### src/rtl/serial_addsub.sv
// ---------------------------------------------------------------------------
// serial_addsub
//   Multi-cycle unsigned adder/subtractor that processes DIGIT bits per clock,
//   LSB first. A whole operation takes WIDTH/DIGIT cycles. Each operation is
//   requested through a start/busy/done handshake.
//
//   Optional feature: define SERIAL_ADDSUB_OVF_EN to enable signed overflow
//   detection on ovf. Without it, ovf is tied to 0.
//
// Parameters
//   WIDTH : operand/result width in bits (>= 2)
//   DIGIT : bits processed per cycle (must divide WIDTH)
//
// Ports
//   clk   : rising-edge clock
//   rst   : asynchronous active-high reset
//   start : operation request, sampled only while idle
//   a, b  : unsigned operands
//   m     : 0 = add (a+b), 1 = subtract (a-b)
//   busy  : operation in progress
//   done  : one-cycle pulse when SD/CoBo/ovf have just been written
//   CoBo  : carry-out for add, borrow (a < b) for subtract
//   SD    : sum/difference modulo 2^WIDTH
//   ovf   : signed two's-complement overflow (0 unless feature enabled)
// ---------------------------------------------------------------------------
module serial_addsub #(
    parameter int WIDTH = 6,
    parameter int DIGIT = 1
) (
    input  logic             clk,
    input  logic             rst,
    input  logic             start,
    input  logic [WIDTH-1:0] a,
    input  logic [WIDTH-1:0] b,
    input  logic             m,
    output logic             busy,
    output logic             done,
    output logic             CoBo,
    output logic [WIDTH-1:0] SD,
    output logic             ovf
);

    localparam int N  = WIDTH / DIGIT;
    localparam int CW = (N > 1) ? $clog2(N) : 1;
    localparam logic [CW-1:0] LAST = CW'(N - 1);

    typedef enum logic {
        IDLE,
        RUN
    } state_t;

    state_t state, state_next;

    logic [WIDTH-1:0] opa, opb, res, res_next;
    logic [CW-1:0]    cnt;
    logic             carry, mode;
    logic [DIGIT:0]   dsum;
    logic             accept, last;

    // State register
    always_ff @(posedge clk or posedge rst) begin
        if (rst) state <= IDLE;
        else     state <= state_next;
    end

    // Next-state logic and handshake decode
    always_comb begin
        state_next = state;
        busy       = 1'b0;
        accept     = 1'b0;
        last       = 1'b0;
        case (state)
            IDLE: begin
                if (start) begin
                    accept     = 1'b1;
                    state_next = RUN;
                end
            end
            RUN: begin
                busy = 1'b1;
                if (cnt == LAST) begin
                    last       = 1'b1;
                    state_next = IDLE;
                end
            end
            default: state_next = IDLE;
        endcase
    end

    // One digit of the ripple: low DIGIT bits of each operand plus carry.
    // The new sum digit enters the result register from the top, so after
    // N shifts the first (least significant) digit has reached bit 0.
    always_comb begin
        dsum     = {1'b0, opa[DIGIT-1:0]} + {1'b0, opb[DIGIT-1:0]}
                 + {{DIGIT{1'b0}}, carry};
        res_next = WIDTH'({dsum[DIGIT-1:0], res} >> DIGIT);
    end

    // Datapath
    always_ff @(posedge clk or posedge rst) begin
        if (rst) begin
            opa   <= '0;
            opb   <= '0;
            res   <= '0;
            cnt   <= '0;
            carry <= 1'b0;
            mode  <= 1'b0;
            done  <= 1'b0;
            CoBo  <= 1'b0;
            SD    <= '0;
        end else begin
            done <= 1'b0;
            if (accept) begin
                // Subtraction is a + ~b + 1: invert b and seed carry with 1.
                opa   <= a;
                opb   <= m ? ~b : b;
                carry <= m;
                mode  <= m;
                cnt   <= '0;
            end else if (state == RUN) begin
                opa   <= opa >> DIGIT;
                opb   <= opb >> DIGIT;
                res   <= res_next;
                carry <= dsum[DIGIT];
                cnt   <= cnt + 1'b1;
                if (last) begin
                    SD   <= res_next;
                    // Raw carry-out of a + ~b + 1 is the inverse of a borrow.
                    CoBo <= dsum[DIGIT] ^ mode;
                    done <= 1'b1;
                    cnt  <= '0;
                end
            end
        end
    end

`ifdef SERIAL_ADDSUB_OVF_EN
    logic sign_a, sign_b;

    always_ff @(posedge clk or posedge rst) begin
        if (rst) begin
            sign_a <= 1'b0;
            sign_b <= 1'b0;
            ovf    <= 1'b0;
        end else if (accept) begin
            sign_a <= a[WIDTH-1];
            sign_b <= m ? ~b[WIDTH-1] : b[WIDTH-1];
        end else if (last) begin
            ovf <= (sign_a == sign_b) && (res_next[WIDTH-1] != sign_a);
        end
    end
`else
    assign ovf = 1'b0;
`endif

endmodule

### config.mk
export PLATFORM = sky130hd
export DESIGN_NAME = serial_addsub
export DESIGN_NICKNAME = d
export VERILOG_FILES = /design/src/rtl/serial_addsub.sv
export SDC_FILE = /design/constraint.sdc
export NUM_CORES = 1
export LEC_CHECK = 0
export CORE_MARGIN = 5
export CORE_UTILIZATION = 67
export CTS_BUF_LIST = sky130_fd_sc_hd__clkbuf_4
export DETAILED_ROUTE_END_ITERATION = 10
export DONT_BUFFER_PORTS = 1
export PLACE_DENSITY = 0.86
export SKIP_CTS_REPAIR_TIMING = 1
export SLEW_MARGIN = 20
export SYNTH_ARGS = -nofsm -noshare
export SYNTH_HDL_FRONTEND = slang
export SYNTH_SLANG_ARGS = --single-unit
export TNS_END_PERCENT = 1
### constraint.sdc
create_clock -name clk -period 4.1 [get_ports clk]
set_clock_uncertainty 0.15 [all_clocks]
set_input_delay 1.23 -clock clk [delete_from_list [all_inputs] [get_ports clk]]
set_output_delay 1.23 -clock clk [all_outputs]
set_load 0.05 [all_outputs]
; Word level (Yosys, flattened, before mapping)
; Cells that the tools add are included.
[classes]
n_addsub = 3
eq_ne = 1
mux = 20
bitwise_logic = 4
n_reduce_logical = 3
[op_table]
columns = cell, count
row1 = 6-bit two-way mux, 5
row2 = 1-bit two-way mux, 11
row3 = 3-bit two-way mux, 3
row4 = 6-bit NOT, 1
row5 = 3-bit by 1-bit adder with 3-bit output (second input constant), 1
row6 = 3-bit equality test (second input constant), 1
row7 = 3-bit AND reduction, 1
row8 = 1-bit by 1-bit adder with 2-bit output, 1
row9 = 2-bit by 1-bit adder with 2-bit output, 1
row10 = 1-bit NOT, 2
row11 = 1-bit one-hot mux with 2 select lines, 1
row12 = 2-bit AND reduction, 1
row13 = 2-bit nonzero test, 1
row14 = 1-bit bitwise XOR, 1
[totals]
register_bits = 32
in_bits = 16
out_inout_bits = 10
wordCells = 41

; Logic depth before layout (Yosys ltp)
; Gate-level depths: netlist of the first run.
[logic_depth]
ltp_word = 6
ltp_mapped = 5
depth_no_buf = 5

; Worst setup path after synthesis of the first run
; Ideal clock, no wire load.
[synth_timing]
kind = register to output
start = register state
end = output port busy
arrival_ns = 0.615
slack_ns = 2.105
path_stages_with_launch = 1
n_path_buf = 0
cell_sequence = dfrtp_1
[synth_via]
elab_chain_cells = 1
[synth_lines]
columns = element, line_no
row1 = from (decl), 52  ; state_t state, state_next;
row2 = from (signal assigned), 63  ; else state <= state_next;
row3 = 1-bit two-way mux, 72  ; case (state)
row4 = to (decl), 36  ; output logic busy,
; No other way between the ends.

; Final worst setup path of the first run
[layout_timing]
start = register SD[3]
end = output port SD[3]
[layout_rtl]
columns = element, line_no
row1 = from (decl), 39  ; output logic [WIDTH-1:0] SD,
row2 = from (signal assigned), 127  ; SD <= res_next;
; No word-level cell between the ends.

==> results of run 1 <==
## sequential cells by signal, indices dropped and copies added, names as in the netlist
name	cells
opa	6
cnt	3
done	1
carry	1
res	5
CoBo	1
opb	6
mode	1
SD	6
state	1
## cells in the mapped netlist
cell type,n
dfrtp_1,31
mux2_2,14
nand2_1,11
mux2i_1,7
o21ai_1,6
xnor2_1,6
or3b_1,5
buf_4,4
inv_1,4
nor2_1,4
o211ai_1,4
a21oi_1,2
buf_6,2
ha_1,2
a211oi_2,1
a21boi_0,1
a21o_1,1
a31oi_1,1
buf_2,1
conb_1,1
fa_1,1
nand2b_4,1
nand3_4,1
nor3b_1,1
o221ai_1,1
or2_2,1
xor2_1,1
## per-layer routing
metal | vias up | GRT usage, % | share of wire, %
met4 | 0 | 5.42 | 0.80
met5 | - | 0 | 0
met3 | 2 | 7.34 | 5.9
met2 | 23 | 27.9 | 51
met1 | 406 | 17.7 | 42
li1 | 398 | - | -
## worst min-delay path by stage
stage / startpoint / to / slack, ps
after global placement: opb[4]$_DFFE_PP0P_ / opb[3]$_DFFE_PP0P_ / 320
after detailed placement: opa[1]$_DFFE_PP0P_ / opa[0]$_DFFE_PP0P_ / 320
after CTS: opb[1]$_DFFE_PP0P_ / opb[0]$_DFFE_PP0P_ / 340
after global routing: opb[1]$_DFFE_PP0P_ / opb[0]$_DFFE_PP0P_ / 370
final: opb[4]$_DFFE_PP0P_ / opb[3]$_DFFE_PP0P_ / 340
after floorplan: opb[4]$_DFFE_PP0P_ / opb[3]$_DFFE_PP0P_ / 300
## cells by family (layout without fill, tap and decap cells)
group / after synthesis / count (layout) / share of synthesized area (%)
other cells: 1 / 1 / 0.260
flops: 31 / 31 / 53.7
mux: 21 / 21 / 15.8
fa+ha+maj: 3 / 3 / 3.12
simple gates: 24 / 24 / 10.1
compound gates: 17 / 17 / 7.80
buf+inv: 11 / 13 / 5.03
xor+xnor: 7 / 7 / 4.25
## metrics by stage
stage                     hold WS [ps]  area [µm²]  std cells
after floorplan                    300        1440        115
after global placement             317        1430        136
after detailed placement           324        1430        136
after CTS                          345        1480        144
after global routing               368        1480        144
final                              342        1480        144
## power breakdown
group | internal (W) | switching [W] | total (W) | leakage (nW)
sequential | 0.000433 | 0.000225 | 0.000657 | 0.395
clock | 0.0000700 | 0.0000944 | 0.000164 | 0.0307
combinational | 0.000182 | 0.000157 | 0.000339 | 0.255
## cell type report
type / count / area (µm²) / share of cell area (%)
Sequential cell: 31 / 776 / 52.4
Clock inverter: 2 / 7.51 / 0.507
Inverter: 4 / 15.0 / 1.01
Clock buffer: 6 / 45.0 / 3.04
Tap cell: 27 / 33.8 / 2.28
Multi-Input combinational cell: 73 / 596 / 40.2
Timing Repair Buffer: 1 / 7.51 / 0.507
==> impl_metrics.toml, run 1 <==
[logic_synthesis]
synth.largest_area_cell = "dfrtp_1"
synth_seq_area_share_pct = 53.7
avgSynthCellArea_um2 = 12.6
ys_warn_count = 0
syn_nets = 134
netlist.area_leader.share_pct = 53.7
ys_seq_elements = 31
netlist_area_um2 = 1440
syn_inst = 115
synth_area_leaders = "dfrtp_1 54%, mux2_2 11%, mux2i_1 4.9%, xnor2_1 3.6%, or3b_1 3.0%"
ys_types = 27

[outcome]
status = "complete, no violations"

[route]
ant_nets = 0
wl_per_cell_um = 15.7
vias = 829
first_pass_iters = 4
first_iter_violations = 18
drc = 0
wl_um = 2260
viasPerCell = 5.76

[timing]
finalSetupViolations = 0
hold_violations = 0
tightest_slew_ps = 616
rsz0062_at_grt = "no"
tns_ps = 0
report.final.slew_viol_count = 0
max_freq_mhz = 427
max_slew_margin_pct = 58.9
finalCritPeriodShare_pct = 57.1
setup_ws_ps = 1760
fin_crit_ps = 2340

[floorplanning]
die_y_um = 56.4
die_x_um = 56.4
die_area_um2 = 3180
core_area_um2 = 2000
start_util_pct = 72.1
rows = 16
boundaryPins = 26

[pwr]
power.total_w = 0.00116
power.density_nw_per_um2 = 784
p_leak_nw = 0.681
vdd_drop_max_uv = 561

[final_layout]
syn_to_final_growth_pct = 2.51
n_antenna_cell = 0
final_net_count = 135
drive_above_1_share_pct = 22.2
utilization_pct = 73.9
mostFrequentLayoutCells = "31 x dfrtp_1, 14 x mux2_2, 11 x nand2_1, 7 x mux2i_1"
final_common_cell = "dfrtp_1"
nFillCells = 141

[clock_network]
clk_pin_slew_ps = 90
root_buffer = "clkbuf_4"
cts_buffers = 5
clk_path_buf_depth = 2
cts_tree = "done"
clock_latency_ps = 310
cts.sinks = 31
htreeDepth = 2

[placed_design]
gp_congestion = 0.708
place_ws_ps = 1750
port_buffers = 0
dp_hpwl_um = 1610

[worst_setup_path]
end_kind = "output port"
worstSetupPathType = "reg2out"
ff2ff_setup_slack_ps = 2090
path_max_fanout = 2
r2r_end = "SD[3]$_DFFE_PP0P_"
endpoint = "SD[3]"
r2r_cells = 4
regToRegStartpoint = "state$_DFF_PP0_"
start_kind = "flop"
critPathRequiredTime_ps = 2720
cp.arrival_ps = 960
crit_start = "SD[3]$_DFFE_PP0P_"
cp_num_cells = 0

[job]
cap_violations = 0

[grt]
grt_max_degree = 38
antenna_found_initial = 0
overflow = 0
grt_usage_pct = 16.3
grt_pass1_wl_um = 4040
grt_pass1_vias = 909

[hold_path]
holdPathStages = 2
hp-class = "reg2reg"
Note: power is estimated with default switching activity, not from simulation.
==> run 2: changes to the inputs <==
--- a/config.mk
+++ b/config.mk
@@ -6,11 +6,11 @@
 export NUM_CORES = 1
 export LEC_CHECK = 0
 export CORE_MARGIN = 5
-export CORE_UTILIZATION = 67
+export CORE_UTILIZATION = 64
 export CTS_BUF_LIST = sky130_fd_sc_hd__clkbuf_4
 export DETAILED_ROUTE_END_ITERATION = 10
 export DONT_BUFFER_PORTS = 1
-export PLACE_DENSITY = 0.86
+export PLACE_DENSITY = 0.83
 export SKIP_CTS_REPAIR_TIMING = 1
 export SLEW_MARGIN = 20
 export SYNTH_ARGS = -nofsm -noshare
==> constraint.sdc (replaced) <==
create_clock -name clk -period 2.3 [get_ports clk]
set_clock_uncertainty 0.15 [all_clocks]
set_input_delay 0.69 -clock clk [delete_from_list [all_inputs] [get_ports clk]]
set_output_delay 0.69 -clock clk [all_outputs]
set_load 0.05 [all_outputs]
==> run 2 against run 1 <==
Net effect: power increased by 81%; non-clock buffer count increased by 2; sequential power increased by 75%; worst setup slack got worse by 1300 ps; hold slack got worse by 170 ps; utilization decreased by 5.1 points; cell area increased by 1.9%; largest cell class unchanged.
==> impl_metrics.toml, run 2 (synthesized netlist as in run 1, its figures left out) <==
[route]
ant_nets = 0
vias = 822
wl_um = 2350
first_iter_violations = 8
first_pass_iters = 4
viasPerCell = 5.59
wl_per_cell_um = 16.0
drc = 0

[timing]
finalSetupViolations = 0
tightest_slew_ps = 623
max_freq_mhz = 551
fin_crit_ps = 1820
timing.hold.ws_ps = 170
hold_violations = 0
tns_ps = 0
rsz0062_at_grt = "no"
max_slew_margin_pct = 58.4
report.final.slew_viol_count = 0
finalCritPeriodShare_pct = 79.0

[clock_network]
clock_latency_ps = 320
root_buffer = "clkbuf_4"
cts_tree = "done"
htreeDepth = 2
clk_pin_slew_ps = 90
cts.sinks = 31
cts_buffers = 5
clk_path_buf_depth = 2

[grt]
grt_pass1_wl_um = 4190
grt_pass1_vias = 900
overflow = 0
grt_max_degree = 33
antenna_found_initial = 0
grt_usage_pct = 17.4

[worst_setup_path]
cp.arrival_ps = 980
start_kind = "flop"
end_kind = "output port"
worstSetupPathType = "reg2out"
critPathRequiredTime_ps = 1460
path_max_fanout = 2

[floorplanning]
rows = 17
boundaryPins = 26
start_util_pct = 65.9
core_area_um2 = 2190
die_y_um = 57.5
die_area_um2 = 3310
die_x_um = 57.5

[hold_path]
hp-class = "in2async"

[final_layout]
drive_above_1_share_pct = 22.7
final_common_cell = "dfrtp_1"
mostFrequentLayoutCells = "31 x dfrtp_1, 14 x mux2_2, 11 x nand2_1, 7 x mux2i_1"
n_antenna_cell = 0
syn_to_final_growth_pct = 4.51
top_regs = "SD (6), opa (6), opb (6)"
final_net_count = 137

[outcome]
status = "complete, no violations"

[placed_design]
port_buffers = 0
dp_hpwl_um = 1720
gp_congestion = 0.714

[pwr]
p_leak_nw = 0.695
vdd_drop_max_uv = 772
power.density_nw_per_um2 = 1390

[job]
cap_violations = 0
run 2: cell count changes in the layout (fill, tap and decap cells not counted), sizes merged:
cell	before	now
buf	1	3
run 2: layout make-up:
class | count | area (µm²)
sequential | 31 | 776
fill | 167 | 682
multi-input combinational | 73 | 596
clock buffer | 6 | 45.0
timing repair buffer | 3 | 35.0
tap | 28 | 35.0
inverter | 4 | 15.0
clock inverter | 2 | 7.51
run 2: worst paths after layout:
kind | start | end | slack (ps) | depth (start not counted)
worst max-delay path | CoBo$_DFFE_PP0P_ | CoBo | 480 | 0
worst min-delay path | rst | opa[3]$_DFFE_PP0P_ | 170 | 1
worst max register to register | cnt[1]$_DFFE_PP0P_ | CoBo$_DFFE_PP0P_ | 700 | 5
worst min register to register | opb[4]$_DFFE_PP0P_ | opb[3]$_DFFE_PP0P_ | 340 | 2
max in group asynchronous | rst | res[1]$_DFFE_PP0P_ | 1330 | 2
min in group clk | start | opb[5]$_DFFE_PP0P_ | 290 | 1
run 2: routing by layer:
metal | up-vias | wire, µm | GRT usage [%]
li1 | 400 | - | -
met1 | 390 | 975 | 19.8
met2 | 26 | 1130 | 26.8
met3 | 6 | 173 | 8.37
met4 | 0 | 68 | 9.93
met5 | - | 0 | 0
run 2: power by group:
part,switching [W],leakage (nW),internal [W],total (W)
registers,0.000376,0.395,0.000772,0.00115
clock network,0.000173,0.0307,0.000125,0.000297
logic,0.000314,0.270,0.000337,0.000652
total,0.000863,0.695,0.00123,0.00210
run 2: stage by stage:
stage                     power (W)  util, %  setup slack [ps]  instance area, µm²  cells
after CTS                   0.00214     68.9               452                1510    147
after floorplan             0.00171        -               671                1440    115
after global placement      0.00177     66.5               774                1460    139
after global routing        0.00226     68.9               417                1510    147
after detailed placement    0.00183     66.5               698                1460    139
final                       0.00210     68.9               484                1510    147
==> run 3: changes to the inputs <==
==> constraint.sdc (replaced) <==
create_clock -name clk -period 1.9 [get_ports clk]
set_clock_uncertainty 0.15 [all_clocks]
set_input_delay 0.57 -clock clk [delete_from_list [all_inputs] [get_ports clk]]
set_output_delay 0.57 -clock clk [all_outputs]
set_load 0.05 [all_outputs]
==> run 3 against run 2 <==
Net effect: sequential share of layout area fell by 0.42 points; cell count is 2.0% higher; non-clock buffer count grew 3; via count up 5.0%; utilization increased by 0.57 points; register-to-register slack worse by 400 ps; clock-buffer cell count down 1; critical path type unchanged.
==> impl_metrics.toml, run 3 (synthesized netlist as in run 1, its figures left out) <==
[outcome]
status = "complete, no violations"

[timing]
rsz0062_at_grt = "no"
hold_violations = 0
finalSetupViolations = 0
setup_ws_ps = 137
fin_crit_ps = 1760
finalCritPeriodShare_pct = 92.8
report.final.slew_viol_count = 0
timing.hold.ws_ps = 181
max_freq_mhz = 567
tns_ps = 0

[placed_design]
gp_congestion = 0.759
dp_hpwl_um = 1830
place_ws_ps = 308
port_buffers = 0
place_inst = 141

[grt]
antenna_found_initial = 0
grt_pass1_wl_um = 4260
grt_use_met1_pct = 18.1
globalRouteMet3Util_pct = 6.33
grt_pass1_vias = 972
grt_usage_pct = 16.7
use_met2_pct = 30.5
grt_max_degree = 19
busiest_layer = "met2"
overflow = 0

[worst_setup_path]
path_max_fanout = 6
crit_chain = "buf_4"
ff2ff_setup_slack_ps = 300
start_kind = "flop"
crit_slowest_cell = "dfrtp_1"
path_buf_inv = 1
critPathRequiredTime_ps = 1180
worstSetupPathType = "reg2out"
slowest_delay_ps = 450
cp.arrival_ps = 1040
crit_family = "flip-flops"
end_kind = "output port"

[final_layout]
final_common_cell = "dfrtp_1"
drive_above_1_share_pct = 23.8
final_net_count = 140
layout.cells.non_filler = 150
mostFrequentLayoutCells = "31 x dfrtp_1, 14 x mux2_2, 11 x nand2_1, 7 x mux2i_1"
utilization_pct = 69.4
syn_to_final_growth_pct = 5.37
top_regs = "SD (6), opa (6), opb (6)"
n_antenna_cell = 0

[floorplanning]
boundaryPins = 26
die_area_um2 = 3310
rows = 17
die_x_um = 57.5
core_area_um2 = 2190
start_util_pct = 65.9
die_y_um = 57.5

[route]
viasPerCell = 5.75
wl_um = 2420
wl_per_cell_um = 16.2
first_pass_iters = 4
first_iter_violations = 29
vias = 863
drc = 0
ant_nets = 0

[clock_network]
cts_buffers = 5
cts_tree = "done"
clk_path_buf_depth = 2
htreeDepth = 2
root_buffer = "clkbuf_4"
cts.sinks = 31
clk_pin_slew_ps = 100
clock_latency_ps = 310

[pwr]
power.density_nw_per_um2 = 1670
vdd_drop_max_uv = 1090
p_leak_nw = 0.700

[job]
cap_violations = 0

[hold_path]
hp-class = "in2reg"
## run 3: cell types whose count changed in the layout (fill, tap and decap cells not counted), sizes merged
| cell | change |
|---|---|
| clkbuf | -1 |
| clkinvlp | +1 |
| buf | +2 |
| dlygate4sd3 | +1 |
## run 3: worst paths after layout
path / start / to / cells after the start
worst min-delay path: start / opb[5]$_DFFE_PP0P_ / 1
worst min register to register: opb[4]$_DFFE_PP0P_ / opb[3]$_DFFE_PP0P_ / 2
worst max-delay path: state$_DFF_PP0_ / busy / 1
max in group asynchronous: rst / res[1]$_DFFE_PP0P_ / 3
min in group asynchronous: rst / SD[5]$_DFFE_PP0P_ / 3
worst max register to register: cnt[1]$_DFFE_PP0P_ / SD[3]$_DFFE_PP0P_ / 5
## run 3: layout make-up
class                           count  area [µm²]
Clock buffer                        5        37.5
Fill cell                         150         669
Clock inverter                      3        15.0
Sequential cell                    31         776
Multi-Input combinational cell     73         596
Timing Repair Buffer                6        47.5
Inverter                            4        15.0
Tap cell                           28        35.0
## run 3: report_power, final
| group | total, W | internal (W) | switching [W] |
|---|---|---|---|
| clock | 0.000340 | 0.000135 | 0.000204 |
| combinational | 0.000798 | 0.000420 | 0.000378 |
| sequential | 0.00140 | 0.000934 | 0.000468 |
## run 3: metal layers
layer / share of wire (%) / up-vias
li1: - / 403
met1: 38 / 430
met2: 55 / 28
met3: 7.1 / 2
met4: 0.54 / 0
met5: 0 / -
## run 3: stage by stage
stage	total power, W	cell area [µm²]
finish	0.00254	1520
detailed placement	0.00223	1460
CTS	0.00257	1510
floorplan	0.00207	1440
global placement	0.00216	1460
global route	0.00273	1520
